**src/rtl/nn_layer_seq.sv**
```systemverilog
// Dense-layer sequencer: streams activations and weights into external memories, issues
// lane-wide MAC read cycles per neuron and writes each result back, one layer at a time.
module nn_layer_seq #(
  parameter int unsigned LANES      = 50,
  parameter int unsigned AW         = 16,
  parameter int unsigned CW         = 10,
  parameter int unsigned MAX_LAYERS = 4,
  parameter int unsigned RD_LAT     = 1,
  parameter int unsigned MAC_LAT    = 1,
  localparam int unsigned LW        = (MAX_LAYERS > 1) ? $clog2(MAX_LAYERS) : 1
) (
  input  logic          clk,
  input  logic          reset,
  input  logic          cfg_we,
  input  logic [LW-1:0] cfg_idx,
  input  logic [CW-1:0] cfg_chunks,
  input  logic [CW-1:0] cfg_neurons,
  input  logic [AW-1:0] cfg_in_base,
  input  logic [AW-1:0] cfg_out_base,
  input  logic [LW:0]   num_layers,
  input  logic          start,
  input  logic          abort,
  input  logic          in_valid,
  output logic          in_ready,
  input  logic          w_valid,
  output logic          w_ready,
  output logic          act_en,
  output logic          act_we,
  output logic [AW-1:0] act_addr,
  output logic          act_src_wb,
  output logic          wb_en,
  output logic          wb_we,
  output logic [AW-1:0] wb_addr,
  output logic          mac_clr,
  output logic          mac_en,
  output logic          mac_bias,
  output logic          busy,
  output logic          done,
  output logic          err,
  output logic [LW-1:0] cur_layer,
  output logic [CW-1:0] cur_neuron
);

  localparam logic [AW-1:0] LaneStep  = AW'(LANES);
  localparam logic [CW-1:0] DrainLast = CW'(RD_LAT + MAC_LAT - 1);
  localparam logic [CW-1:0] CntOne    = CW'(1);

  typedef enum logic [2:0] {
    StIdle,
    StLoadIn,
    StLoadW,
    StMac,
    StBias,
    StDrain,
    StWb,
    StDone
  } state_e;

  state_e        state_q;
  logic [CW-1:0] k_q;
  logic [AW-1:0] off_q;
  logic [CW-1:0] n_q;
  logic [LW-1:0] layer_q;
  logic [LW:0]   nl_q;
  logic          err_q;

  logic [CW-1:0] chunks_q   [MAX_LAYERS];
  logic [CW-1:0] neurons_q  [MAX_LAYERS];
  logic [AW-1:0] in_base_q  [MAX_LAYERS];
  logic [AW-1:0] out_base_q [MAX_LAYERS];

  // {clr, en, bias} tags travel alongside the memory read latency.
  logic [2:0]    pipe_q [RD_LAT];
  logic [2:0]    issue;

  logic [CW-1:0] cur_chunks;
  logic [CW-1:0] cur_neurons;
  logic [AW-1:0] cur_in_base;
  logic [AW-1:0] cur_out_base;
  logic          abort_act;
  logic          cfg_bad;

  assign cur_chunks   = chunks_q[layer_q];
  assign cur_neurons  = neurons_q[layer_q];
  assign cur_in_base  = in_base_q[layer_q];
  assign cur_out_base = out_base_q[layer_q];
  assign abort_act    = abort && (state_q != StIdle);

  always_comb begin
    cfg_bad = (num_layers == '0) || (32'(num_layers) > MAX_LAYERS);
    for (int unsigned i = 0; i < MAX_LAYERS; i++) begin
      if ((i < 32'(num_layers)) && ((chunks_q[i] == '0) || (neurons_q[i] == '0))) begin
        cfg_bad = 1'b1;
      end
    end
  end

  always_comb begin
    in_ready   = 1'b0;
    w_ready    = 1'b0;
    act_en     = 1'b0;
    act_we     = 1'b0;
    act_src_wb = 1'b0;
    act_addr   = '0;
    wb_en      = 1'b0;
    wb_we      = 1'b0;
    wb_addr    = '0;
    issue      = 3'b000;
    if (!abort_act) begin
      unique case (state_q)
        StLoadIn: begin
          in_ready = 1'b1;
          if (in_valid) begin
            act_en   = 1'b1;
            act_we   = 1'b1;
            act_addr = cur_in_base + off_q;
          end
        end
        StLoadW: begin
          w_ready = 1'b1;
          if (w_valid) begin
            wb_en   = 1'b1;
            wb_we   = 1'b1;
            wb_addr = off_q;
          end
        end
        StMac: begin
          act_en   = 1'b1;
          wb_en    = 1'b1;
          act_addr = cur_in_base + off_q;
          wb_addr  = off_q;
          issue    = {(k_q == '0), 1'b1, 1'b0};
        end
        StBias: begin
          wb_en   = 1'b1;
          wb_addr = off_q;
          issue   = 3'b001;
        end
        StWb: begin
          act_en     = 1'b1;
          act_we     = 1'b1;
          act_src_wb = 1'b1;
          act_addr   = cur_out_base + AW'(n_q);
        end
        default: ;
      endcase
    end
  end

  assign {mac_clr, mac_en, mac_bias} = abort_act ? 3'b000 : pipe_q[RD_LAT-1];
  assign busy       = (state_q != StIdle);
  assign done       = (state_q == StDone) && !abort_act;
  assign err        = err_q;
  assign cur_layer  = layer_q;
  assign cur_neuron = n_q;

  always_ff @(posedge clk or negedge reset) begin
    if (!reset) begin
      state_q <= StIdle;
      k_q     <= '0;
      off_q   <= '0;
      n_q     <= '0;
      layer_q <= '0;
      nl_q    <= '0;
      err_q   <= 1'b0;
      for (int unsigned i = 0; i < MAX_LAYERS; i++) begin
        chunks_q[i]   <= '0;
        neurons_q[i]  <= '0;
        in_base_q[i]  <= '0;
        out_base_q[i] <= '0;
      end
      for (int unsigned i = 0; i < RD_LAT; i++) begin
        pipe_q[i] <= '0;
      end
    end else begin
      err_q     <= 1'b0;
      pipe_q[0] <= issue;
      for (int unsigned i = 1; i < RD_LAT; i++) begin
        pipe_q[i] <= abort_act ? 3'b000 : pipe_q[i-1];
      end

      if (state_q == StIdle) begin
        if (cfg_we && (32'(cfg_idx) < MAX_LAYERS)) begin
          chunks_q[cfg_idx]   <= cfg_chunks;
          neurons_q[cfg_idx]  <= cfg_neurons;
          in_base_q[cfg_idx]  <= cfg_in_base;
          out_base_q[cfg_idx] <= cfg_out_base;
        end
        if (start) begin
          if (cfg_bad) begin
            err_q <= 1'b1;
          end else begin
            nl_q    <= num_layers;
            layer_q <= '0;
            n_q     <= '0;
            k_q     <= '0;
            off_q   <= '0;
            state_q <= StLoadIn;
          end
        end
      end else if (abort) begin
        state_q <= StIdle;
        layer_q <= '0;
        n_q     <= '0;
        k_q     <= '0;
        off_q   <= '0;
      end else begin
        unique case (state_q)
          StLoadIn: begin
            if (in_valid) begin
              if (k_q == cur_chunks - CntOne) begin
                k_q     <= '0;
                off_q   <= '0;
                state_q <= StLoadW;
              end else begin
                k_q   <= k_q + CntOne;
                off_q <= off_q + LaneStep;
              end
            end
          end
          StLoadW: begin
            // The beat after the last weight chunk carries the bias.
            if (w_valid) begin
              if (k_q == cur_chunks) begin
                k_q     <= '0;
                off_q   <= '0;
                state_q <= StMac;
              end else begin
                k_q   <= k_q + CntOne;
                off_q <= off_q + LaneStep;
              end
            end
          end
          StMac: begin
            off_q <= off_q + LaneStep;
            if (k_q == cur_chunks - CntOne) begin
              k_q     <= '0;
              state_q <= StBias;
            end else begin
              k_q <= k_q + CntOne;
            end
          end
          StBias: begin
            k_q     <= '0;
            off_q   <= '0;
            state_q <= StDrain;
          end
          StDrain: begin
            if (k_q == DrainLast) begin
              k_q     <= '0;
              state_q <= StWb;
            end else begin
              k_q <= k_q + CntOne;
            end
          end
          StWb: begin
            if (n_q + CntOne < cur_neurons) begin
              n_q     <= n_q + CntOne;
              state_q <= StLoadW;
            end else if ((LW+1)'(layer_q) + (LW+1)'(1) < nl_q) begin
              layer_q <= layer_q + LW'(1);
              n_q     <= '0;
              state_q <= StLoadW;
            end else begin
              state_q <= StDone;
            end
          end
          StDone: begin
            layer_q <= '0;
            n_q     <= '0;
            state_q <= StIdle;
          end
          default: state_q <= StIdle;
        endcase
      end
    end
  end

endmodule

```
**config.mk**
```make
export PLATFORM = sky130hd
export DESIGN_NAME = nn_layer_seq
export DESIGN_NICKNAME = d
export VERILOG_FILES = /design/src/rtl/nn_layer_seq.sv
export SDC_FILE = /design/constraint.sdc
export NUM_CORES = 1
export LEC_CHECK = 0
export ABC_CLOCK_PERIOD_IN_PS = 4600
export CORE_AREA = 2 2 219 221
export DETAILED_ROUTE_END_ITERATION = 16
export DIE_AREA = 0 0 221 223
export MAX_ROUTING_LAYER = met4
export SLEW_MARGIN = 25
export SYNTH_ARGS = -nofsm -noshare
export SYNTH_HDL_FRONTEND = slang
export SYNTH_SLANG_ARGS = --single-unit
```
**constraint.sdc**
```tcl
create_clock -name clk -period 4.6 [get_ports clk]
set_clock_uncertainty 0.05 [all_clocks]
set_input_delay 0.92 -clock clk [delete_from_list [all_inputs] [get_ports clk]]
set_output_delay 0.92 -clock clk [all_outputs]
set_load 0.05 [all_outputs]
```
Yosys cells after proc, flatten, opt, wreduce, memory -nomap -nowiden
Cells that the tools add are included.
- register bits: 256
- bits of input ports: 64
- output and inout bits: 57
- word-level logic and storage cells: 199
- add/sub/neg operators: 8
- $lt $le $gt $ge: 10
- eq/ne operators: 21
- mux-type cells: 96
- bitwise operators: 3
- reductions and logical operators: 37
- operators with widths (cell ; count):
    $mux 16 ; 17
    $mux 10 ; 18
    $bwmux 64 ; 2
    $logic_not 10->1 ; 9
    $bwmux 40 ; 2
    $bmux 16 s2 ; 2
    $pmux 16 s4 ; 1
    $pmux 10 s5 ; 1
    $pmux 16 s3 ; 1
    $mux 3 ; 14
    $bmux 10 s2 ; 2
    $demux 16 s2 ; 1
    $ne 4x4->1 const B ; 8
    $pmux 16 s2 ; 1
    $add 10x1->10 const B ; 2
    $demux 10 s2 ; 1
    $eq 10x10->1 ; 2
    $mux 1 ; 20
    $pmux 10 s2 ; 1
    $pmux 3 s6 ; 1
    $add 16x10->16 ; 1
    $add 16x16->16 ; 1
    $add 16x6->16 const B ; 1
    $reduce_and 5->1 ; 3
    other kinds (35) ; 63

Depth between registers and ports, before layout
Gate-level depths: netlist of the first run.
- depth after elaboration: 11
- mapped depth: 17
- depth with buffers taken out: 13

Least setup slack after synthesis of the first run
Ideal clock, no wire load.
- kind: register to output
- from: register layer_q[0], in the netlist cur_layer[0]
- to: output port act_addr[14]
- arrival time: 4.997 ns
- data required time: 3.630 ns
- path slack: -1.367 ns
- stages on the path, launching flop included: 15
- path buffers: 4
- path through: dfrtp_1 > buf_6 > buf_6 > buf_1 > buf_1 > mux4_2 > ha_1 > a21oi_1 > o21bai_1 > a21o_1 > a31o_2 > a211o_1 > a41oi_1 > xor2_1 > o22ai_1
- cells in the longest elaborated chain, start to end: 8
- elaborated cells between the ends (all ways): 12
- classes of those cells: add/sub: 2; mux: 9; bitwise: 1
- ends and longest elaborated chain (what ; line ; source):
    from (decl) ; 63 ; logic [LW-1:0] layer_q;
    from (signal assigned) ; 261 ; layer_q <= layer_q + LW'(1);
    $not 2->3 (implied by the code) * ; 85, 86 ;
    $bmux 16 s2 ; 85 ; assign cur_in_base = in_base_q[layer_q];
    $mux 16 (implied by the code) (2 in series) ; 85 ;
    $add 16x16->16 ; 116, 130 ;
    $mux 16 ; 113 ; if (in_valid) begin
    $pmux 16 s3 * ; 110 ; unique case (state_q)
    $mux 16 * ; 109 ; if (!abort_act) begin
    to (decl) ; 29 ; output logic [AW-1:0] act_addr,
Every way passes the cells marked *; elsewhere a longest branch is shown, timed or not. The select of a mux whose other input is x is not followed.

Worst setup path in the final report of the first run
- from: register layer_q[0], in the netlist cur_layer[0]
- to: output port act_addr[13]
Same word-level chain as after synthesis.

==> results.cfg, run 1 <==
[logic_synthesis]
synth-xor-area-share = 0.03139
yosys.area.top_type = dfrtp_1
synth_commonest_cells = dfrtp_1, mux2_2, nor2_1, mux4_2
synth_fa_ha_area_frac = 0.04053
synth_ff_type = dfrtp_1
syn_area_um2 = 13950
ys_seq_area_frac = 0.4574
synth_edf_count = 0
synth_warnings = 0
synth_seq_cells = 255
synthSimpleGateAreaFrac = 0.09327
synth_top_family_by_area = multiplexers
post_synth.cell_area_avg_um2 = 12.25
synthCells = 1139
synthArstFlopShare = 1.000
yosysTopAreaCellShare = 0.4574
synth_most_common_cell = dfrtp_1
synth_nets = 1247
synthTopCellsByArea = dfrtp_1, mux2_2, mux4_2, ha_1, xnor2_1
synth_compound_area_frac = 0.08519
synthMuxAreaShare = 0.2620
synth_cell_types = 73

[critical_path]
reg2reg_slack_ps = 580
cp.depth = 12
worst_setup_path_start_kind = flip-flop
end_kind = primary output
cp.required_ps = 3630
cp_max_fo = 4
cp_cell_sequence = buf_6 -> buf_8 -> buf_12 -> buf_4 -> mux4_2 -> ha_1 -> nand2_1 -> o31ai_4 -> nand2_1 -> or3_4 -> a21oi_4 -> buf_12
ff2ff_path_depth = 14
worst-path-buf-inv = 5
cp_slowest_stage_delay_ps = 500
cpMaxStageDelayCell = dfrtp_4
cp_top_family = buffers and inverters
criticalPathCategory = reg2out
crit_arrival_ps = 3650

[global_routing]
grt_pass1_wl_um = 60290
grt_overflow = 0
grt_pass1_vias = 10230
grt_max_degree = 114
antenna_found_initial = 4
grt_use_total = 0.1599

[timing]
slew_headroom = 0.3853
finalWorstPathRequiredPeriod_ps = 4617
layout_setup_ws_ps = -17.05
worst_slew_pin_slew_ps = 922.0
rsz0062_at_grt = true
hold_slack_ps = 365.3
finalSetupViolations = 2
hold_viol = 0
period_share = 1.004
maxSlewViolCount = 0
fin_tns_setup_ps = -21.32
fmaxAchievable_mhz = 216.6

[route]
wl_um = 38780
drt-wirelength-per-cell_um = 20.15
drtIter0Drc = 564
num_vias = 9962
via_per_inst = 5.178
drc_errors = 0
ant_nets = 0
dr.pass1.iters = 5

[clock_network]
cts.sinks = 255
clk_latency_ps = 560
cts_tree = built
hold_buffers = 0
cts.reportedPaths.clkPinSlew_ps = 60
clockBufferDepth = 3
htree_levels = 1
numCtsBuffers = 28
root_buffer = clkbuf_16

[placement]
dpl.hpwl_um = 27950
dp_cells = 1845
place_congestion = 0.8572
place_ws_ps = 176.8
io_buffers = 119
place_area_um2 = 16220

[floorplan]
core_area_um2 = 47150
fp-row-count = 80
pin_count = 121
dieHeight_um = 223
die_area_um2 = 49280
dieWidth_um = 221
initial_core_util = 0.2959

[layout]
fill_cells = 4442
fin_cells = 1924
multi_input_area_um2 = 7545
nets = 1391
drive_above_1_share = 0.3594
finalInstanceArea_um2 = 17760
regArea_um2 = 6389
area_growth_pct = 27.30

[status]
violations = setup timing
status = finished, violations left

[pwr]
power_density_nw_per_um2 = 664.5
ir_worst_vdd_uv = 318.5
power_leakage_nw = 7.322

[flow_run]
drv_cap = 0

[hold_path]
worstHoldPathType = in2async
kinds of logic (layout without fill, tap and decap cells):
logic type / after synthesis / count (layout)
compound gates: 172 / 172
xor+xnor: 50 / 50
fa+ha+maj: 44 / 44
buf+inv: 98 / 264
flops: 255 / 255
mux: 272 / 272
other cells: 2 / 6
simple gates: 246 / 246
through the flow:
stage                     utilization  power [W]
after detailed placement       0.3440   0.008903
after global placement         0.3440   0.008746
after floorplan                     -   0.007512
after CTS                      0.3729    0.01168
final                          0.3767    0.01180
after global routing           0.3767    0.01252
metal layers:
layer / up-vias / global-route usage / share of wire / routed length (um)
met1: 5101 / 0.2114 / 0.46 / 17750
li1: 4550 / - / - / -
met5: - / - / 0 / 0
met2: 245 / 0.2468 / 0.46 / 17900
met4: 0 / 0.05283 / 0.031 / 1204
met3: 66 / 0.03148 / 0.050 / 1928
registers in the layout (all words and copies together), names as in the netlist:
register / count
nl_q: 3
cur_layer: 2
out_base_q: 64
cur_neuron: 10
state_q: 3
in_base_q: 64
err: 1
neurons_q: 40
off_q: 15
chunks_q: 40
k_q: 10
pipe_q: 3
power breakdown:
group,internal (W),switching (W)
logic,0.00276,0.00266
registers,0.00323,0.000696
clock network,0.00150,0.000964
total,0.00748,0.00432
worst paths after layout:
path,end,from
worst min register to register,in_base_q[30]$_DFFE_PN0P_,in_base_q[30]$_DFFE_PN0P_
worst max register to register,cur_layer[1]$_DFFE_PN0P_,cur_layer[1]$_DFFE_PN0P_
max in group asynchronous,off_q[11]$_DFFE_PN0P_,reset
worst max-delay path,act_addr[13],cur_layer[0]$_DFFE_PN0P_
min in group clk,in_base_q[30]$_DFFE_PN0P_,in_base_q[30]$_DFFE_PN0P_
worst min-delay path,chunks_q[21]$_DFFE_PN0P_,reset
cell usage in the layout, fill, tap and decap left out, types with 7 or more instances in the layout:
cell type	count
xnor2_1	33
ha_4	10
a22o_1	20
a21oi_1	23
o21ai_0	16
xor2_1	12
nand4_1	15
dfrtp_1	253
and2_1	18
mux2_2	213
mux4_2	48
clkinv_2	7
clkdlybuf4s50_1	81
inv_1	39
buf_12	29
nor3_1	18
clkbuf_16	28
a22oi_1	8
nand2_1	40
nor4_1	16
nor2_1	48
nand3_1	22
a21o_1	13
or4_1	9
o22ai_1	7
ha_1	32
a31oi_1	11
and3_1	14
nor2b_1	11
buf_4	52
o21ai_1	15
area by class of cell:
class                   instances  area share
clock buffers                  33     0.04163
clock inverters                19     0.01550
diodes                          4   0.0005636
repair buffers                169      0.1054
flip-flops and latches        255      0.3597
multi-input cells             786      0.4248
well taps                     615     0.04333
inverters                      43    0.009088
timing repair:
item                                    in CTS  in global routing
endpoints found under the setup margin       9                  8
pin swaps                                   22                 25
buffers inserted                            17                  7
resized for setup                           39                 22
(Power assumes the default switching activity.)
==> run 2: changes to the inputs <==
--- a/config.mk
+++ b/config.mk
@@ -11,4 +11,5 @@
 export DIE_AREA = 0 0 221 223
 export MAX_ROUTING_LAYER = met4
+export SETUP_SLACK_MARGIN = 0.02
 export SLEW_MARGIN = 25
 export SYNTH_ARGS = -nofsm -noshare
==> constraint.sdc (replaced) <==
create_clock -name clk -period 4.6 [get_ports clk]
set_clock_uncertainty 0.05 [all_clocks]
set_input_delay 1.38 -clock clk [delete_from_list [all_inputs] [get_ports clk]]
set_output_delay 1.38 -clock clk [all_outputs]
set_load 0.05 [all_outputs]
==> run 2 against run 1 <==
Against the previous run:
- the flow still finishes with violations (setup timing)
- via count increased by 0.99%
- design area rose by 1.4%
- sequential cell count is the same
- die area is the same
- fmax fell by 9.6%
- register-to-register slack worse by 150 ps
- worst setup slack lost 490 ps
- sequential share of layout area is 0.49 points lower
- sequential power hardly changed
- final cell count increased by 0.57%
==> results.cfg, run 2 (synthesis gave the netlist of run 1 again) <==
[placement]
dpl.hpwl_um = 28090
place_congestion = 0.8454
place_area_um2 = 16610
io_buffers = 119

[timing]
hold_viol = 0
maxSlewViolCount = 0
worst_slew_pin_slew_ps = 1031
finalWorstPathRequiredPeriod_ps = 5108
period_share = 1.110
finalSetupViolations = 11
fmaxAchievable_mhz = 195.8
rsz0062_at_grt = true
layout_setup_ws_ps = -507.8
slew_headroom = 0.3066

[clock_network]
cts_tree = built
root_buffer = clkbuf_16
numCtsBuffers = 28
clockBufferDepth = 3
htree_levels = 1
cts.sinks = 255
clk_latency_ps = 550
cts.reportedPaths.clkPinSlew_ps = 60
hold_buffers = 0

[floorplan]
die_area_um2 = 49280
dieWidth_um = 221
core_area_um2 = 47150
initial_core_util = 0.2959
dieHeight_um = 223
fp-row-count = 80
pin_count = 121

[layout]
mostFrequentLayoutCell = dfrtp_1
drive_above_1_share = 0.3790
nets = 1406
area_growth_pct = 29.02
top_regs = in_base_q x64, out_base_q x64
final_cell_mix = dfrtp_1, mux2_2, clkdlybuf4s50_1
finalInstanceArea_um2 = 18000
fill_cells = 4460

[critical_path]
cp_max_fo = 5
crit_arrival_ps = 3680
cp.required_ps = 3170
worst_setup_path_start_kind = flip-flop
criticalPathCategory = reg2out
ff2ff_path_depth = 14
end_kind = primary output

[pwr]
clockPowerShare = 0.193
power_density_nw_per_um2 = 649.4
p_sw_w = 0.004264
report.power.total_w = 0.01169
power_leakage_nw = 7.464
internal_power_w = 0.007425
ir_worst_vdd_uv = 286.6
power_frac_comb = 0.470
p_sw_frac = 0.3648
p_seq_frac = 0.336

[status]
status = finished, violations left
violations = setup timing

[route]
drc_errors = 0
drt-wirelength-per-cell_um = 20.20
wl_met2_um = 19350
num_vias = 10060
top_layer = met4
wirelength_met1_um = 17270
via_per_inst = 5.199
wl_um = 39090
drtIter0Drc = 745
ant_nets = 0
dr_wl_met3_um = 1697
dr.pass1.iters = 5

[flow_run]
drv_cap = 0

[hold_path]
worstHoldPathType = reg2reg
min_path_cells = 1

[global_routing]
grt_pass1_wl_um = 62250
grt_overflow = 0
antenna_found_initial = 6
grt_use_total = 0.1642
grt_pass1_vias = 10540
grt_max_degree = 92
run 2: changes by cell type in the layout (fill, tap and decap cells not counted), moves of 4 or more:
cell	delta
xnor2_2	+4
nor2_4	+5
buf_4	+5
xor2_2	+5
clkdlybuf4s50_1	-5
xor2_1	-5
buf_12	+8
a22oi_2	+4
a22oi_1	-4
buf_6	+7
xnor2_1	-4
run 2: cell type report:
class	count	area [um^2]	area share
antenna	6	15.01	0.0008341
clock buffer	37	795.8	0.04421
clock inverter	9	123.9	0.006881
tap	615	769.5	0.04275
inverter	43	161.4	0.008966
timing repair buffer	184	2098	0.1166
sequential	255	6386	0.3548
multi-input combinational	786	7651	0.4250
run 2: power groups by stage:
stage,clock network (W),registers [W],logic (W)
3_3_place_gp,0,0.00392,0.00505
5_1_grt,0.00242,0.00407,0.00598
2_1_floorplan,0,0.00367,0.00395
6_report,0.00226,0.00393,0.00550
3_5_place_dp,0,0.00397,0.00515
4_1_cts,0.00232,0.00391,0.00537
run 2: final timing paths:
kind | end | slack [ps] | start
max in group asynchronous | in_base_q[53]$_DFFE_PN0P_ | 2780 | reset
hold reg to reg | in_base_q[45]$_DFFE_PN0P_ | 450 | in_base_q[45]$_DFFE_PN0P_
setup reg to reg | cur_neuron[0]$_DFFE_PN0P_ | 430 | cur_layer[0]$_DFFE_PN0P_
setup / recovery | act_addr[15] | -510 | cur_layer[0]$_DFFE_PN0P_
hold / removal | in_base_q[45]$_DFFE_PN0P_ | 450 | in_base_q[45]$_DFFE_PN0P_
min in group asynchronous | k_q[4]$_DFFE_PN0P_ | 790 | reset
run 2: what timing repair did:
item,4_1_cts,5_1_grt
resized for setup,36,31
pin swaps,22,32
setup endpoints to repair,12,13
buffers inserted,10,5
run 2: through the flow:
stage	util	std cells	TNS, ps	hold WS [ps]	setup slack (ps)
2_1_floorplan	-	1139	-1557	423.9	-308.6
3_3_place_gp	0.3523	1870	0	432.1	10.80
3_5_place_dp	0.3523	1870	-73.92	440.6	-28.52
4_1_cts	0.3776	1926	-4380	453.0	-549.7
5_1_grt	0.3817	1933	-5634	462.1	-626.6
6_report	0.3818	1935	-4039	449.3	-507.8
run 2: routing by layer:
layer  vias up  global-route usage
met5         -                   -
met4         0             0.04157
met3        55             0.02687
met2       227              0.2667
met1      5211              0.2142
li1       4568                   -
run 2: critical path: stages (launching register included):
cell and delay, ps:
dfrtp_4 530, buf_6 150, buf_4 130, mux4_2 460, ha_4 300, inv_1 50
o21ai_2 150, a21oi_2 80, o21a_1 210, o31ai_4 270, buf_4 170, nand4_1 110
xor2_2 190, o22ai_4 170, buf_12 160
==> run 3: changes to the inputs <==
CORE_AREA = 2 2 190 192   (was 2 2 219 221)
DIE_AREA = 0 0 192 194   (was 0 0 221 223)
TNS_END_PERCENT = 1   (was not set)
==> run 3 against run 2 <==
Against the previous run:
- the run still ends with setup timing left
- first-iteration DRC count shrank 30%
- fmax hardly changed
- critical endpoint is now act_addr[13]
- global-route usage is 4.4 points higher
==> results.cfg, run 3 (synthesis gave the netlist of run 1 again) <==
[hold_path]
worstHoldPathType = reg2reg
min_from = in_base_q[16]$_DFFE_PN0P_
hold_path_end = in_base_q[16]$_DFFE_PN0P_
min_path_cells = 1

[placement]
place_congestion = 0.8860
place_area_um2 = 16430
dpl.hpwl_um = 26330
dp_cells = 1717
io_buffers = 119

[status]
violations = setup timing
status = finished, violations left

[floorplan]
pin_count = 121
dieHeight_um = 194
core_area_um2 = 35220
die_area_um2 = 37250
initial_core_util = 0.3961
fp-row-count = 69
dieWidth_um = 192

[layout]
area_growth_pct = 26.42
final_cell_mix = dfrtp_1, mux2_2, clkdlybuf4s50_1
nets = 1400
top_regs = in_base_q x64, out_base_q x64
drive_above_1_share = 0.3550
utilization = 0.5007
finalInstanceArea_um2 = 17640
fin_cells = 1773
mostFrequentLayoutCell = dfrtp_1

[route]
drc_errors = 0
drtIter0Drc = 520
dr.pass1.iters = 5
drt-wirelength-per-cell_um = 20.85
num_vias = 9917
ant_nets = 0
via_per_inst = 5.593
wl_um = 36960

[clock_network]
cts.reportedPaths.clkPinSlew_ps = 60
root_buffer = clkbuf_16
cts.sinks = 255
htree_levels = 1
numCtsBuffers = 28
clockBufferDepth = 3
cts_tree = built
clk_latency_ps = 550

[critical_path]
worst_setup_path_start_kind = flip-flop
crit_arrival_ps = 3680
cp_max_fo = 4
reg2reg_from = cur_layer[0]$_DFFE_PN0P_
end_kind = primary output
criticalPathCategory = reg2out
reg2reg_slack_ps = 430
ff2ff_path_depth = 15
cp.required_ps = 3170
r2r_end = cur_neuron[2]$_DFFE_PN0P_

[global_routing]
antenna_found_initial = 3
grt_max_degree = 88
grt_pass1_vias = 10200
grt_overflow = 0
grt_use_total = 0.2082
grt_pass1_wl_um = 59060

[timing]
fin_tns_setup_ps = -3962
rsz0062_at_grt = true
finalSetupViolations = 11
hold_slack_ps = 449.5
hold_viol = 0
finalWorstPathRequiredPeriod_ps = 5107
slew_headroom = 0.3893
fmaxAchievable_mhz = 195.8
maxSlewViolCount = 0
period_share = 1.110
worst_slew_pin_slew_ps = 907.7
layout_setup_ws_ps = -506.8

[pwr]
ir_worst_vdd_uv = 412.7
power_leakage_nw = 7.416
power_density_nw_per_um2 = 657.3

[flow_run]
drv_cap = 0
[run 3: final cells by class]
type | instances | area (um^2)
Timing Repair Buffer | 178 | 2102
Antenna cell | 2 | 5.005
Clock buffer | 37 | 805.8
Fill cell | 3089 | 17590
Inverter | 43 | 161.4
Clock inverter | 11 | 165.2
Sequential cell | 255 | 6386
Tap cell | 461 | 576.8
Multi-Input combinational cell | 786 | 7436
[run 3: critical path, cell delays in order, from the launching register on]
cell and delay (ps):
dfrtp_4 520, buf_6 140, buf_4 130, mux4_2 450
ha_4 310, inv_1 40, o21ai_1 160, a21oi_2 80
o21a_1 210, o31ai_4 280, nand2_1 120, or3_4 350
a21oi_4 180, buf_12 160
[run 3: what timing repair did]
| item | in CTS | in global routing |
|---|---|---|
| setup buffers | 5 | 1 |
| hold endpoints to repair | 0 | 0 |
| gates resized for setup | 18 | 17 |
| pin swaps | 15 | 11 |
| setup endpoints to repair | 12 | 13 |
| hold buffers | 0 | 0 |
[run 3: worst max-delay path by stage]
stage                        startpoint  cells after the start            to
3_5_place_dp   cur_layer[0]$_DFFE_PN0P_                     15  act_addr[12]
5_1_grt        cur_layer[0]$_DFFE_PN0P_                     13  act_addr[15]
3_3_place_gp   cur_layer[0]$_DFFE_PN0P_                     15  act_addr[12]
6_report       cur_layer[0]$_DFFE_PN0P_                     13  act_addr[13]
4_1_cts        cur_layer[0]$_DFFE_PN0P_                     13  act_addr[14]
2_1_floorplan  cur_layer[0]$_DFFE_PN0P_                     14  act_addr[13]
[run 3: per-layer routing]
layer	vias to the layer above	wire length, um	GRT usage	share of wire
met5	-	0	-	0
met4	0	1044	0.06390	0.028
met3	67	1716	0.02751	0.046
met2	226	17430	0.3258	0.47
met1	5076	16770	0.2823	0.45
li1	4548	-	-	-
[run 3: stage by stage]
| stage | setup slack, ps | power [W] |
|---|---|---|
| after floorplan | -328.3 | 0.007571 |
| after global placement | 28.19 | 0.008930 |
| after detailed placement | -69.61 | 0.009074 |
| after CTS | -553.9 | 0.01159 |
| after global routing | -622.0 | 0.01235 |
| final | -506.8 | 0.01159 |
[run 3: where the power goes]
group	leakage (nW)	total [W]	internal (W)	switching [W]
clock	0.478	0.00236	0.00145	0.000917
sequential	3.13	0.00395	0.00323	0.000719
combinational	3.81	0.00528	0.00274	0.00254
total	7.42	0.0116	0.00742	0.00418
==> RTL edit, RTL diff (flow settings as in run 2) <==
The 8 states of `state_e` get a one-hot encoding in 8 bits.
--- a/src/rtl/nn_layer_seq.sv
+++ b/src/rtl/nn_layer_seq.sv
@@ -47,11 +47,11 @@
 
-  typedef enum logic [2:0] {
-    StIdle,
-    StLoadIn,
-    StLoadW,
-    StMac,
-    StBias,
-    StDrain,
-    StWb,
-    StDone
+  typedef enum logic [7:0] {
+    StIdle   = 8'b00000001,
+    StLoadIn = 8'b00000010,
+    StLoadW  = 8'b00000100,
+    StMac    = 8'b00001000,
+    StBias   = 8'b00010000,
+    StDrain  = 8'b00100000,
+    StWb     = 8'b01000000,
+    StDone   = 8'b10000000
   } state_e;
Check against the original RTL: no difference found for any inputs over 4 cycles, from zero or initial values and one cycle with reset low; so few cycles prove little.
==> RTL edit against run 2 <==
The flow still finishes with violations (setup timing). Sequential share of layout area decreased by 0.27 points. Die area unchanged. Worst setup slack got worse by 0.077 ns. Combinational power decreased by 12%. Final area increased by 2.8%. Largest power group unchanged. Wire length increased by 2.6%. Area after synthesis increased by 2.7%. Sequential cell count increased by 5. Critical path depth unchanged. Largest cell class unchanged. Global-route usage about the same. Power decreased by 4.4%.
==> RTL edit: results (changes against run 2) <==
result of the run finished, violations left (unchanged); violations in the final reports setup timing (unchanged); Num CTS Buffers 29 (was 28); Post-synth top cells sky130_fd_sc_hd__dfrtp_1, sky130_fd_sc_hd__mux2_2, sky130_fd_sc_hd__nor2_1, sky130_fd_sc_hd__mux4_2, sky130_fd_sc_hd__ha_1 (was sky130_fd_sc_hd__dfrtp_1, sky130_fd_sc_hd__mux2_2, sky130_fd_sc_hd__nor2_1, sky130_fd_sc_hd__mux4_2); layout filler cell count 4435 (was 4460); worst-path maximum fanout 3 (was 5); peak per-stage delay on the critical path 0.50 ns (was 0.53 ns); routed vias/inst 5.210 (was 5.199); Area contributors post-synth sky130_fd_sc_hd__dfrtp_1, sky130_fd_sc_hd__mux2_2, sky130_fd_sc_hd__mux4_2, sky130_fd_sc_hd__ha_1, sky130_fd_sc_hd__xnor2_1 (unchanged); final weighted congestion in routability-driven placement 0.8775 (was 0.8454); antenna violations before repair 4 (was 6); VDD IR-drop max 272.1 uV (was 286.6 uV); vias in the first global route 10860 (was 10540); Power Density 604.2 nW/um2 (was 649.4 nW/um2); endpoints failing setup 11 (unchanged); leakage power total 7.627 nW (was 7.464 nW); largest net degree at the start of global routing 94 (was 92); share of post-route cells with drive strength above 1 0.3904 (was 0.3790); syn nets 1304 (was 1247); switching power total 3.969 mW (was 4.264 mW); share of synthesized area occupied by flip-flops and latches 0.4540 (was 0.4574); post-CTS sizing 37 (was 36); violation count after the first detailed-routing iteration 677 (was 745); cell at the root of the clock tree sky130_fd_sc_hd__clkbuf_16 (unchanged); detailed placement HPWL 28.45 mm (was 28.09 mm); number of design rule violations left after detail routing 0 (unchanged); WL/cell 19.95 um (was 20.20 um); synthesized area per cell 11.99 um2 (was 12.25 um2); wire length of the first global-routing pass 62.26 mm (was 62.25 mm); placement-stage worst setup slack -0.1433 ns (was -0.02852 ns); placed standard-cell area 17080 um2 (was 16610 um2); smallest setup slack after layout -0.5845 ns (was -0.5078 ns); cell family with most CP delay compound AO/OA/AOI/OAI gates (unchanged); Worst-Margin Slew 0.7140 ns (was 1.031 ns); first drt pass iteration count 6 (was 5); Worst Path Arrival 3.75 ns (was 3.68 ns); total negative slack -4.442 ns (was -4.039 ns); Async SR Flop Fraction 1.000 (unchanged); post-route non-filler standard cell count 2010 (was 1935); global-route total usage across every layer 0.1644 (was 0.1642); Setup Buffers After CTS 11 (was 10)
[RTL edit: area by class of cell]
| type | instances | area share |
|---|---|---|
| Sequential cell | 260 | 0.3521 |
| Inverter | 40 | 0.008117 |
| Timing Repair Buffer | 193 | 0.1094 |
| Multi-Input combinational cell | 845 | 0.4350 |
| Clock inverter | 15 | 0.01109 |
| Antenna cell | 4 | 0.0005412 |
| Tap cell | 615 | 0.04160 |
| Clock buffer | 38 | 0.04214 |
[RTL edit: per-layer routing]
metal | track usage | part of all wire | up-vias
li1 | - | - | 4804
met1 | 0.2158 | 0.45 | 5348
met2 | 0.2631 | 0.47 | 273
met3 | 0.03069 | 0.056 | 47
met4 | 0.04048 | 0.020 | 0
met5 | - | 0 | -
[RTL edit: kinds of logic after synthesis]
group                      synth area share
AOI/OAI and AO/OA                   0.08318
xor gates and xnor gates            0.03116
adders and majority gates           0.03945
buffers and inverters               0.02671
DFF                                  0.4540
muxes                                0.2498
other                             0.0005239
and+or+nand+nor                      0.1152
[RTL edit: power groups by stage]
stage,logic [mW],clock network [mW],registers [mW]
floorplan,3.49,0,3.70
global placement,4.48,0,3.89
detailed placement,4.60,0,3.94
CTS,4.79,2.47,3.89
global route,5.24,2.57,4.02
finish,4.86,2.42,3.90
[RTL edit: path summary, 6_finish.rpt]
| check | from | end | slack (ns) | cells after the start |
|---|---|---|---|---|
| max | cur_layer[0] | act_addr[15] | -0.58 | 14 |
| min | in_base_q[22] | in_base_q[22] | 0.45 | 1 |
| max reg2reg | cur_layer[0] | off_q[12] | 0.30 | 15 |
| min reg2reg | in_base_q[22] | in_base_q[22] | 0.45 | 1 |
| max in group asynchronous | reset | in_base_q[53] | 2.79 | 2 |
| min in group asynchronous | reset | neurons_q[38] | 0.76 | 1 |
